**config.mk**
```make
export PLATFORM = sky130hd
export DESIGN_NAME = sweep_acq_multi_flat
export DESIGN_NICKNAME = d
export VERILOG_FILES = /design/src/rtl/sweep_acq_multi_if.sv /design/src/rtl/sweep_acq_multi.sv /design/src/flat_wrapper.sv
export SDC_FILE = /design/constraint.sdc
export NUM_CORES = 2
export LEC_CHECK = 0
export ABC_CLOCK_PERIOD_IN_PS = 5700
export CAP_MARGIN = 20
export CORE_ASPECT_RATIO = 0.8
export CORE_MARGIN = 2
export CORE_UTILIZATION = 60
export DETAILED_ROUTE_END_ITERATION = 8
export PLACE_DENSITY = 0.77
export REMOVE_ABC_BUFFERS = 1
export SYNTH_ARGS = -nofsm -noshare
export SYNTH_HDL_FRONTEND = slang
export SYNTH_SLANG_ARGS = --single-unit
```
**constraint.sdc**
```tcl
create_clock -name Clk -period 5.7 [get_ports Clk]
set_clock_uncertainty 0.05 [all_clocks]
set_input_delay 1.14 -clock Clk [delete_from_list [all_inputs] [get_ports Clk]]
set_output_delay 1.14 -clock Clk [all_outputs]
set_load 0.02 [all_outputs]
```
**src/rtl/sweep_acq_multi_if.sv**
```systemverilog
// Ready/valid output stream of the sweep acquisition top: point headers followed by buffered ACQ words.
interface sweep_acq_multi_if #(
    parameter int DATA_WIDTH = 16
);
    logic [DATA_WIDTH-1:0] SweepACQData;
    logic                  SweepACQData_en;
    logic                  SweepACQData_ready;

    modport master (
        output SweepACQData,
        output SweepACQData_en,
        input  SweepACQData_ready
    );

    modport slave (
        input  SweepACQData,
        input  SweepACQData_en,
        output SweepACQData_ready
    );
endinterface

```
**src/rtl/sweep_acq_multi.sv**
```systemverilog
// Multi-DAC threshold sweep: per point reload the ASIC, acquire MaxPackageNumber words into a local
// FIFO, then stream a two-word header and the buffered words through a ready/valid port.
module sweep_acq_multi #(
    parameter int DAC_WIDTH  = 10,
    parameter int DATA_WIDTH = 16,
    parameter int CNT_WIDTH  = 16,
    parameter int NUM_DAC    = 3,
    parameter int FIFO_DEPTH = 128,
    localparam int SEL_W     = (NUM_DAC > 1) ? $clog2(NUM_DAC) : 1
) (
    input  logic                         Clk,
    input  logic                         reset_n,
    input  logic                         SweepStart,
    input  logic                         SweepStop,
    input  logic [SEL_W-1:0]             DACSelect,
    input  logic [DAC_WIDTH-1:0]         StartDAC,
    input  logic [DAC_WIDTH-1:0]         EndDAC,
    input  logic [DAC_WIDTH-1:0]         StepDAC,
    input  logic [CNT_WIDTH-1:0]         MaxPackageNumber,
    input  logic [DATA_WIDTH-1:0]        ParallelData,
    input  logic                         ParallelData_en,
    input  logic                         MicrorocConfigDone,
    output logic [NUM_DAC*DAC_WIDTH-1:0] OutDAC,
    output logic                         LoadSCParameter,
    output logic                         SingleACQStart,
    sweep_acq_multi_if.master            outBus,
    output logic                         Busy,
    output logic                         ACQDone,
    output logic                         Overflow
);

    localparam int AW = $clog2(FIFO_DEPTH);

    typedef enum logic [3:0] {
        IDLE, LOAD, WAIT_CFG, ACQ, HDR0, HDR1, DRAIN, STEP, DONE
    } state_t;

    state_t state, nextState;

    logic                  startSync_p0, startSync_p1, startSync_p2;
    logic                  startEdge;
    logic [SEL_W-1:0]      selLat;
    logic [DAC_WIDTH-1:0]  codeCur, endLat, stepLat;
    logic                  dirDown;
    logic [CNT_WIDTH-1:0]  maxLat, pkgCnt, pkgCntNext;
    logic [DAC_WIDTH:0]    stepNext;
    logic                  stepDone;
    logic [AW:0]           wrPtr, rdPtr;
    logic [DATA_WIDTH-1:0] fifoMem [FIFO_DEPTH];
    logic                  fifoEmpty, fifoFull, fifoWr, fifoRd;
    logic                  abortReq;
    logic [DATA_WIDTH-1:0] hdrWord;

    // One extra bit carries the wrap/borrow so range escapes are visible.
    function automatic logic [DAC_WIDTH:0] advanceCode(input logic [DAC_WIDTH-1:0] code,
                                                       input logic [DAC_WIDTH-1:0] step,
                                                       input logic down);
        if (down) return {1'b0, code} - {1'b0, step};
        else      return {1'b0, code} + {1'b0, step};
    endfunction

    function automatic logic pastEnd(input logic [DAC_WIDTH:0] nxt,
                                     input logic [DAC_WIDTH-1:0] last,
                                     input logic down);
        if (nxt[DAC_WIDTH]) return 1'b1;
        if (down) return nxt[DAC_WIDTH-1:0] < last;
        else      return nxt[DAC_WIDTH-1:0] > last;
    endfunction

    assign startEdge  = startSync_p1 & ~startSync_p2;
    assign abortReq   = SweepStop & (state != IDLE);
    assign pkgCntNext = pkgCnt + CNT_WIDTH'(1);
    assign stepNext   = advanceCode(codeCur, stepLat, dirDown);
    assign stepDone   = pastEnd(stepNext, endLat, dirDown);
    assign fifoEmpty  = (wrPtr == rdPtr);
    assign fifoFull   = (wrPtr[AW] != rdPtr[AW]) && (wrPtr[AW-1:0] == rdPtr[AW-1:0]);
    assign fifoWr     = (state == ACQ) && ParallelData_en && !fifoFull;
    assign fifoRd     = (state == DRAIN) && !fifoEmpty && outBus.SweepACQData_ready;
    assign hdrWord    = DATA_WIDTH'(codeCur) | (DATA_WIDTH'(4'(selLat)) << (DATA_WIDTH - 4));

    always_comb begin
        nextState = state;
        case (state)
            IDLE:     if (startEdge) nextState = LOAD;
            LOAD:     nextState = WAIT_CFG;
            WAIT_CFG: if (MicrorocConfigDone) nextState = (maxLat == '0) ? HDR0 : ACQ;
            ACQ:      if (ParallelData_en && (pkgCntNext == maxLat)) nextState = HDR0;
            HDR0:     if (outBus.SweepACQData_ready) nextState = HDR1;
            HDR1:     if (outBus.SweepACQData_ready) nextState = DRAIN;
            DRAIN:    if (fifoEmpty) nextState = STEP;
            STEP:     nextState = stepDone ? DONE : LOAD;
            DONE:     nextState = IDLE;
            default:  nextState = IDLE;
        endcase
        if (abortReq) nextState = IDLE;
    end

    // FWFT read: the word at the read pointer is presented while DRAIN has data.
    always_comb begin
        outBus.SweepACQData_en = 1'b0;
        outBus.SweepACQData    = '0;
        case (state)
            HDR0: begin
                outBus.SweepACQData_en = 1'b1;
                outBus.SweepACQData    = DATA_WIDTH'(16'h5A5A);
            end
            HDR1: begin
                outBus.SweepACQData_en = 1'b1;
                outBus.SweepACQData    = hdrWord;
            end
            DRAIN: begin
                outBus.SweepACQData_en = !fifoEmpty;
                if (!fifoEmpty) outBus.SweepACQData = fifoMem[rdPtr[AW-1:0]];
            end
            default: ;
        endcase
    end

    always_ff @(posedge Clk) begin
        if (fifoWr) fifoMem[wrPtr[AW-1:0]] <= ParallelData;
    end

    always_ff @(posedge Clk or negedge reset_n) begin
        if (!reset_n) begin
            state           <= IDLE;
            startSync_p0    <= 1'b0;
            startSync_p1    <= 1'b0;
            startSync_p2    <= 1'b0;
            selLat          <= '0;
            codeCur         <= '0;
            endLat          <= '0;
            stepLat         <= '0;
            dirDown         <= 1'b0;
            maxLat          <= '0;
            pkgCnt          <= '0;
            wrPtr           <= '0;
            rdPtr           <= '0;
            OutDAC          <= '0;
            LoadSCParameter <= 1'b0;
            SingleACQStart  <= 1'b0;
            Busy            <= 1'b0;
            ACQDone         <= 1'b0;
            Overflow        <= 1'b0;
        end else begin
            state           <= nextState;
            startSync_p0    <= SweepStart;
            startSync_p1    <= startSync_p0;
            startSync_p2    <= startSync_p1;
            LoadSCParameter <= (state == LOAD) && !abortReq;
            SingleACQStart  <= (state == WAIT_CFG) && (nextState == ACQ);
            ACQDone         <= (state == DONE) && !abortReq;
            Busy            <= (nextState != IDLE);

            if ((state == IDLE) && startEdge) begin
                selLat   <= DACSelect;
                codeCur  <= StartDAC;
                endLat   <= EndDAC;
                stepLat  <= (StepDAC == '0) ? DAC_WIDTH'(1) : StepDAC;
                dirDown  <= (StartDAC > EndDAC);
                maxLat   <= MaxPackageNumber;
                Overflow <= 1'b0;
            end

            if (state == LOAD) begin
                pkgCnt <= '0;
                for (int i = 0; i < NUM_DAC; i++) begin
                    if (selLat == SEL_W'(i)) OutDAC[i*DAC_WIDTH +: DAC_WIDTH] <= codeCur;
                end
            end

            // Dropped words still count so a point always terminates.
            if ((state == ACQ) && ParallelData_en) begin
                pkgCnt <= pkgCntNext;
                if (fifoFull) Overflow <= 1'b1;
            end

            if ((state == STEP) && !stepDone) codeCur <= stepNext[DAC_WIDTH-1:0];

            if (abortReq) begin
                wrPtr <= '0;
                rdPtr <= '0;
            end else begin
                if (fifoWr) wrPtr <= wrPtr + (AW+1)'(1);
                if (fifoRd) rdPtr <= rdPtr + (AW+1)'(1);
            end
        end
    end

endmodule

```
**src/flat_wrapper.sv**
```systemverilog
// flat-port wrapper written by rule: the top's interface ports become plain ports
module sweep_acq_multi_flat 
#(
    parameter int DAC_WIDTH  = 10,
    parameter int DATA_WIDTH = 16,
    parameter int CNT_WIDTH  = 16,
    parameter int NUM_DAC    = 3,
    parameter int FIFO_DEPTH = 128,
    localparam int SEL_W     = (NUM_DAC > 1) ? $clog2(NUM_DAC) : 1
)
  (Clk, reset_n, SweepStart, SweepStop, DACSelect, StartDAC, EndDAC, StepDAC, MaxPackageNumber, ParallelData, ParallelData_en, MicrorocConfigDone, OutDAC, LoadSCParameter, SingleACQStart, Busy, ACQDone, Overflow, outBus_SweepACQData, outBus_SweepACQData_en, outBus_SweepACQData_ready);
  sweep_acq_multi_if #(.DATA_WIDTH(DATA_WIDTH)) outBus_i ();
  input  logic Clk;
  input  logic reset_n;
  input  logic SweepStart;
  input  logic SweepStop;
  input  logic [SEL_W-1:0] DACSelect;
  input  logic [DAC_WIDTH-1:0] StartDAC;
  input  logic [DAC_WIDTH-1:0] EndDAC;
  input  logic [DAC_WIDTH-1:0] StepDAC;
  input  logic [CNT_WIDTH-1:0] MaxPackageNumber;
  input  logic [DATA_WIDTH-1:0] ParallelData;
  input  logic ParallelData_en;
  input  logic MicrorocConfigDone;
  output logic [NUM_DAC*DAC_WIDTH-1:0] OutDAC;
  output logic LoadSCParameter;
  output logic SingleACQStart;
  output logic Busy;
  output logic ACQDone;
  output logic Overflow;
  output wire logic [$bits(outBus_i.SweepACQData)-1:0] outBus_SweepACQData;
  output wire logic [$bits(outBus_i.SweepACQData_en)-1:0] outBus_SweepACQData_en;
  input wire logic [$bits(outBus_i.SweepACQData_ready)-1:0] outBus_SweepACQData_ready;
  assign outBus_SweepACQData = outBus_i.SweepACQData;
  assign outBus_SweepACQData_en = outBus_i.SweepACQData_en;
  assign outBus_i.SweepACQData_ready = outBus_SweepACQData_ready;
  sweep_acq_multi #(.DAC_WIDTH(DAC_WIDTH), .DATA_WIDTH(DATA_WIDTH), .CNT_WIDTH(CNT_WIDTH), .NUM_DAC(NUM_DAC), .FIFO_DEPTH(FIFO_DEPTH)) u_core (.Clk(Clk), .reset_n(reset_n), .SweepStart(SweepStart), .SweepStop(SweepStop), .DACSelect(DACSelect), .StartDAC(StartDAC), .EndDAC(EndDAC), .StepDAC(StepDAC), .MaxPackageNumber(MaxPackageNumber), .ParallelData(ParallelData), .ParallelData_en(ParallelData_en), .MicrorocConfigDone(MicrorocConfigDone), .OutDAC(OutDAC), .LoadSCParameter(LoadSCParameter), .SingleACQStart(SingleACQStart), .outBus(outBus_i), .Busy(Busy), .ACQDone(ACQDone), .Overflow(Overflow));
endmodule
```
Word-level counts from Yosys, hierarchy flattened. Memory sizes are Yosys's and may differ from the RTL's. Cells that the tools add are included.

Bits in registers: 123. Latch bits: 0. Memory bits (writable): 2048. Memory bits (read-only): 0. Input port bits: 71. Output and inout port bits: 52. Word-level logic and storage cells: 110. Memories: 1.

Memory list: u_core.fifoMem (depth 128, width 16, rd ports 1, clocked after Yosys merged registers in 0, wr ports 1, line sweep_acq_multi.sv:49) `logic [DATA_WIDTH-1:0] fifoMem [FIFO_DEPTH];`.

$add $sub $neg: 5. Multiply operators: 0. Div/mod/pow operators: 0. Order comparisons: 3. Eq/ne operators: 15. Shifts and indexed selects: 0. Muxes and demuxes: 32. Bitwise operators: 4. Reduce and logical (&&, ||, !) cells: 29.

Operators by type and width (number): $mux 16 (3); $pmux 16 s3 (1); $mux 4 (8); $mux 8 (4); $pmux 4 s8 (1); $mux 10 (3); $gt 10x10->1 (2); $add 16x1->16 const B (1); $add 8x1->8 const B (2); $eq 16x16->1 (1); $eq 4x3->1 const B (4); $logic_not 16->1 (1); $or 10x14->14 (1); $eq 4x2->1 const B (3); $add 10x10->11 (1); $logic_and 1x1->1 (11); $mux 11 (1); $sub 10x10->11 (1); $logic_not 10->1 (1); $lt 10x10->1 (1); $mux 1 (9); $eq 8x8->1 (1); $reduce_bool 2->1 (4); $reduce_bool 4->1 (2); other kinds (15) (21).

Longest topological paths before layout.
Word-level depth: 10. Mapped depth: 21. Mapped depth without buffers: 20.

Worst setup path before layout. No wires, ideal clock.

Kind: register to register. From: reg u_core.dirDown. To: reg u_core.codeCur[0]. Arrival time: 3.923 ns. Data required time: 5.524 ns. Setup slack: 1.601 ns. Cell stages (with the launch flop): 20. Buffers on the path: 1. Period minus slack after synthesis: 4.099 ns. Cell sequence: dfrtp_1 -> buf_1 -> mux2_2 -> inv_1 -> ha_1 -> nor2b_1 -> o21ai_0 -> a21oi_1 -> o21ai_0 -> nor2b_1 -> xnor2_1 -> ha_1 -> nand3_1 -> o221ai_1 -> a211oi_1 -> o21ai_0 -> mux2i_1 -> o2111ai_2 -> and2_1 -> a221o_1.

Longest elaborated chain between the ends: 7. Elaborated cells on any way between the ends: 10.

Ends and longest elaborated chain: start, declared (line sweep_acq_multi.sv:44) `logic dirDown;`; start signal, assigned (line sweep_acq_multi.sv:159) `dirDown <= (StartDAC > EndDAC);`; $mux 11 (line sweep_acq_multi.sv:58) `if (down) return {1'b0, code} - {1'b0, step};`; $gt 10x10->1 or $lt 10x10->1 (tied branches) (line sweep_acq_multi.sv:67, sweep_acq_multi.sv:66); $mux 1 (2 in series) (line sweep_acq_multi.sv:66) `if (down) return nxt[DAC_WIDTH-1:0] < last;`; $logic_not 1->1 (line sweep_acq_multi.sv:177) `if ((state == STEP) && !stepDone) codeCur <= stepNext[DAC_WIDTH-1:0];`; $logic_and 1x1->1 (line sweep_acq_multi.sv:177); $mux 10 or $reduce_bool 2->1 (tied branches); end signal, assigned (line sweep_acq_multi.sv:156) `codeCur <= StartDAC;`; end signal, assigned (line sweep_acq_multi.sv:177); end, declared (line sweep_acq_multi.sv:43) `logic [DAC_WIDTH-1:0] codeCur, endLat, stepLat;`.

Parallel ways exist; a longest one is shown, timed or not. A chain may end at the register's enable or synchronous reset.

Worst setup path after layout.
From: reg u_core.rdPtr[0]. To: out outBus_SweepACQData[13].

Longest elaborated chain between the ends: 3. Elaborated cells on any way between the ends: 4.

Ends and longest elaborated chain: start, declared (line sweep_acq_multi.sv:48) `logic [AW:0] wrPtr, rdPtr;`; start signal, assigned (line sweep_acq_multi.sv:184) `if (fifoRd) rdPtr <= rdPtr + (AW+1)'(1);`; $mem_v2 128x16 or $eq 8x8->1 (tied branches); $mux 16 (*) (line sweep_acq_multi.sv:113) `if (!fifoEmpty) outBus.SweepACQData = fifoMem[rdPtr[AW-1:0]];`; $pmux 16 s3 (*) (line sweep_acq_multi.sv:102) `case (state)`; end, declared (line flat_wrapper.sv:31) `output wire logic [$bits(outBus_i.SweepACQData)-1:0] outBus_SweepACQData;`.

Mark *: on every way between the ends. The rest lies on a longest branch, timed or not.

==> impl_metrics.yaml <==
status:
  status: "finished clean"
place:
  placed_area_um2: 90200
  port_buffers: 122
  dp.cells: 5967
  dp_hpwl_um: 122000
  gp_congestion: 0.853
  dp_slack_ps: -21.0
cells_and_area:
  finalInstanceArea_um2: 97000
  area_growth_pct: 13.8
  layout-drive-gt1-share: 0.294
  final_core_util: 0.689
  stdcell_count: 6341
  nNetsFinal: 4407
yosys:
  syn_area_um2: 85300
  syn_avg_cell_area_um2: 21.7
  ys.flop_type: "edfxtp_1"
  synthArstFlopShare: 0.0567
  ys_ff_latch: 2171
  synth_cell_types: 68
  synth_top_area_cell: "edfxtp_1"
  synth.area.top_cells: "edfxtp_1, mux4_2, dfrtp_1"
  ys.warnings.count: 0
  yosys.area.top_type_share: 0.721
  ys_top_cells_by_count: "edfxtp_1, mux4_2, nor2_1"
  netlist_instances: 3926
  synth_edf_count: 2048
  synth_most_common_cell: "edfxtp_1"
  ys_seq_area_frac: 0.757
routing:
  drt_iter0_drc: 7213
  vias: 44067
  detail-route-antenna-nets: 0
  post_drt_wl_per_cell_um: 34.9
  first_pass_iters: 5
  via_per_inst: 6.95
  drc: 0
  wl_um: 221000
clock_tree:
  cts_root_buf: "clkbuf_16"
  clock_sinks: 2171
  cts_hold_buf: 0
  cts_buffers: 195
  clockBufferDepth: 3
  cts_tree: "done"
  cts.htree.levels: 4
  insertion_delay_ps: 840
  cts.clk_slew.worst_paths_ps: 60
floorplanning:
  initial_core_util: 0.606
  die_w_um: 425
  die_h_um: 341
  core_area_um2: 141000
  rows: 123
  io_pins: 123
  die-area_um2: 145000
worst_setup_path:
  max_stage_delay_ps: 580
  path_depth: 8
  r2r_cells: 20
  path_class: "flop to primary output"
  start_kind: "flop"
  endpoint_kind: "primary output"
  path_common_cell: "mux4_2"
  crit_path_top_delay_cell: "mux4_2"
  crit_chain: "buf_4 -> bufbuf_16 -> mux4_2 -> mux4_2 -> a22oi_1 -> nand3_1 -> a32o_1 -> dlygate4sd2_1"
  worstPathMaxFanout: 31
  cp.required_ps: 4510
  worstPathArrival_ps: 4470
  critical_path.top_delay_family: "multiplexers"
  crit_buf_inv: 3
timing:
  max_freq_mhz: 177
  worst_hold_slack_ps: 321
  setup_viol: 0
  slew_viol_final: 0
  slew-limit-headroom: 0.254
  rsz0062_at_grt: "true"
  fin_crit_sh: 0.993
  tightest_slew_ps: 1110
  hold_violations: 0
  fin_ws_ps: 37.3
  period_minus_slack_ps: 5660
global_routing:
  grt_pass1_vias: 43825
  grt_overflow: 0
  grt_pass1_wl_um: 317000
  track_usage: 0.309
  antenna_found_initial: 11
  grt_max_degree: 97
pwr:
  sw_frac_of_total: 0.236
  p_sw_mw: 8.09
  power.share.clock: 0.379
  p_int_mw: 26.2
  p_leak_nw: 30.4
  p_comb_frac: 0.093
  peakVddDrop_mv: 0.377
  power_density_nw_per_um2: 353
  seqPwrFrac: 0.528
worst_hold_path:
  hold_depth: 0
  hold_path.class: "flop to flop"
run:
  maxCapViolations: 0
==> registers in the layout, summed over array words and instances (netlist names), 4 cells and up <==
name            count
u_core.OutDAC      30
u_core.fifoMem   2048
u_core.stepLat     10
u_core.maxLat      16
u_core.endLat      10
u_core.codeCur     10
u_core.state        4
u_core.pkgCnt      16
u_core.wrPtr        8
u_core.rdPtr        8
==> worst paths after layout <==
path                                      from                 endpoint  slack [ps]
setup / recovery               u_core.rdPtr[0]  outBus_SweepACQData[13]          40
hold / removal             u_core.startSync_p0      u_core.startSync_p1         320
setup reg to reg             u_core.stepLat[0]        u_core.codeCur[0]         500
hold reg to reg            u_core.startSync_p0      u_core.startSync_p1         320
max in group asynchronous              reset_n        u_core.OutDAC[17]        3920
min in group asynchronous              reset_n         u_core.maxLat[9]         350
==> power groups by stage <==
stage	Combinational, mW	Clock (mW)	Sequential [mW]
2_1_floorplan	2.00	0	18.4
3_3_place_gp	3.01	0	18.4
4_1_cts	3.18	13.0	18.1
5_1_grt	3.52	13.7	18.1
6_report	3.19	13.0	18.1
3_5_place_dp	3.13	0	18.4
==> repair_timing <==
item                                    4_1_cts  5_1_grt
cloned                                        6        0
buffers inserted                              6        0
pin swaps                                     3        3
endpoints found under the setup margin       17        4
resized for setup                            60        6
==> cells by family (layout without fill, tap and decap cells) <==
kind of cell / after synthesis / after routing / synth area share
and+or+nand+nor: 520 / 520 / 0.0270
DFF: 2171 / 2171 / 0.757
xor gates and xnor gates: 62 / 62 / 0.00637
adders and majority gates: 35 / 35 / 0.00522
buffers and inverters: 256 / 793 / 0.0136
AOI/OAI and AO/OA: 194 / 194 / 0.0159
muxes: 688 / 688 / 0.175
other: 0 / 3 / 0
==> routing by layer <==
| layer | up-vias | track usage | part of all wire | wire [µm] |
|---|---|---|---|---|
| met1 | 23066 | 0.442 | 0.36 | 80300 |
| li1 | 17117 | - | - | - |
| met5 | - | 0 | 0.000059 | 13 |
| met2 | 3381 | 0.479 | 0.48 | 106000 |
| met4 | 2 | 0.112 | 0.035 | 7800 |
| met3 | 501 | 0.0693 | 0.12 | 26800 |
==> worst register-to-register path, cell delays in order (launching register included) <==
cell and delay, ps:
dfrtp_1 430, inv_1 90, ha_1 300, mux2_2 310, inv_1 70, ha_1 210, nor2b_1 120, o21ai_0 250
a21oi_1 140, o21ai_0 230, nor2b_1 190, xnor2_1 190, ha_1 310, nand3_1 160, o221ai_1 150, a211oi_1 260
o21ai_0 130, mux2i_1 290, o2111ai_2 510, and2_1 370, a221o_1 300
==> area by class of cell <==
cell class | count | area (µm²)
Clock buffer | 246 | 5130
Inverter | 45 | 169
Tap cell | 1875 | 2350
Multi-Input combinational cell | 1499 | 19900
Timing Repair Buffer | 389 | 3760
Sequential cell | 2171 | 64600
Antenna cell | 3 | 7.51
Fill cell | 8124 | 43800
Clock inverter | 113 | 1090
==> placed cells by master, fill, tap and decap left out, types with 7 or more instances in the layout <==
master,instances
a21oi_1,24
a22o_1,13
a22oi_1,10
a31oi_1,9
and3_1,13
buf_12,25
buf_16,7
buf_4,242
bufinv_16,16
clkbuf_1,47
clkbuf_16,197
clkdlybuf4s50_1,90
clkinv_1,44
clkinv_2,34
dfrtp_1,119
dlygate4sd2_1,13
edfxtp_1,2048
ha_1,34
inv_1,45
mux2_2,29
mux2i_1,23
mux4_2,636
nand2_1,176
nand3_1,36
nand4_1,10
nor2_1,142
nor2_2,50
nor2b_1,10
nor3_1,24
nor4_1,11
o21ai_0,54
or3_1,8
xnor2_1,38
xor2_1,24
==> per-stage QoR <==
stage,setup TNS [ps],total power [mW]
6_report,0,34.3
5_1_grt,-1.10,35.3
4_1_cts,0,34.3
3_5_place_dp,-33.1,21.5
3_3_place_gp,-17.5,21.4
2_1_floorplan,-,20.4
(Power assumes the default switching activity.)
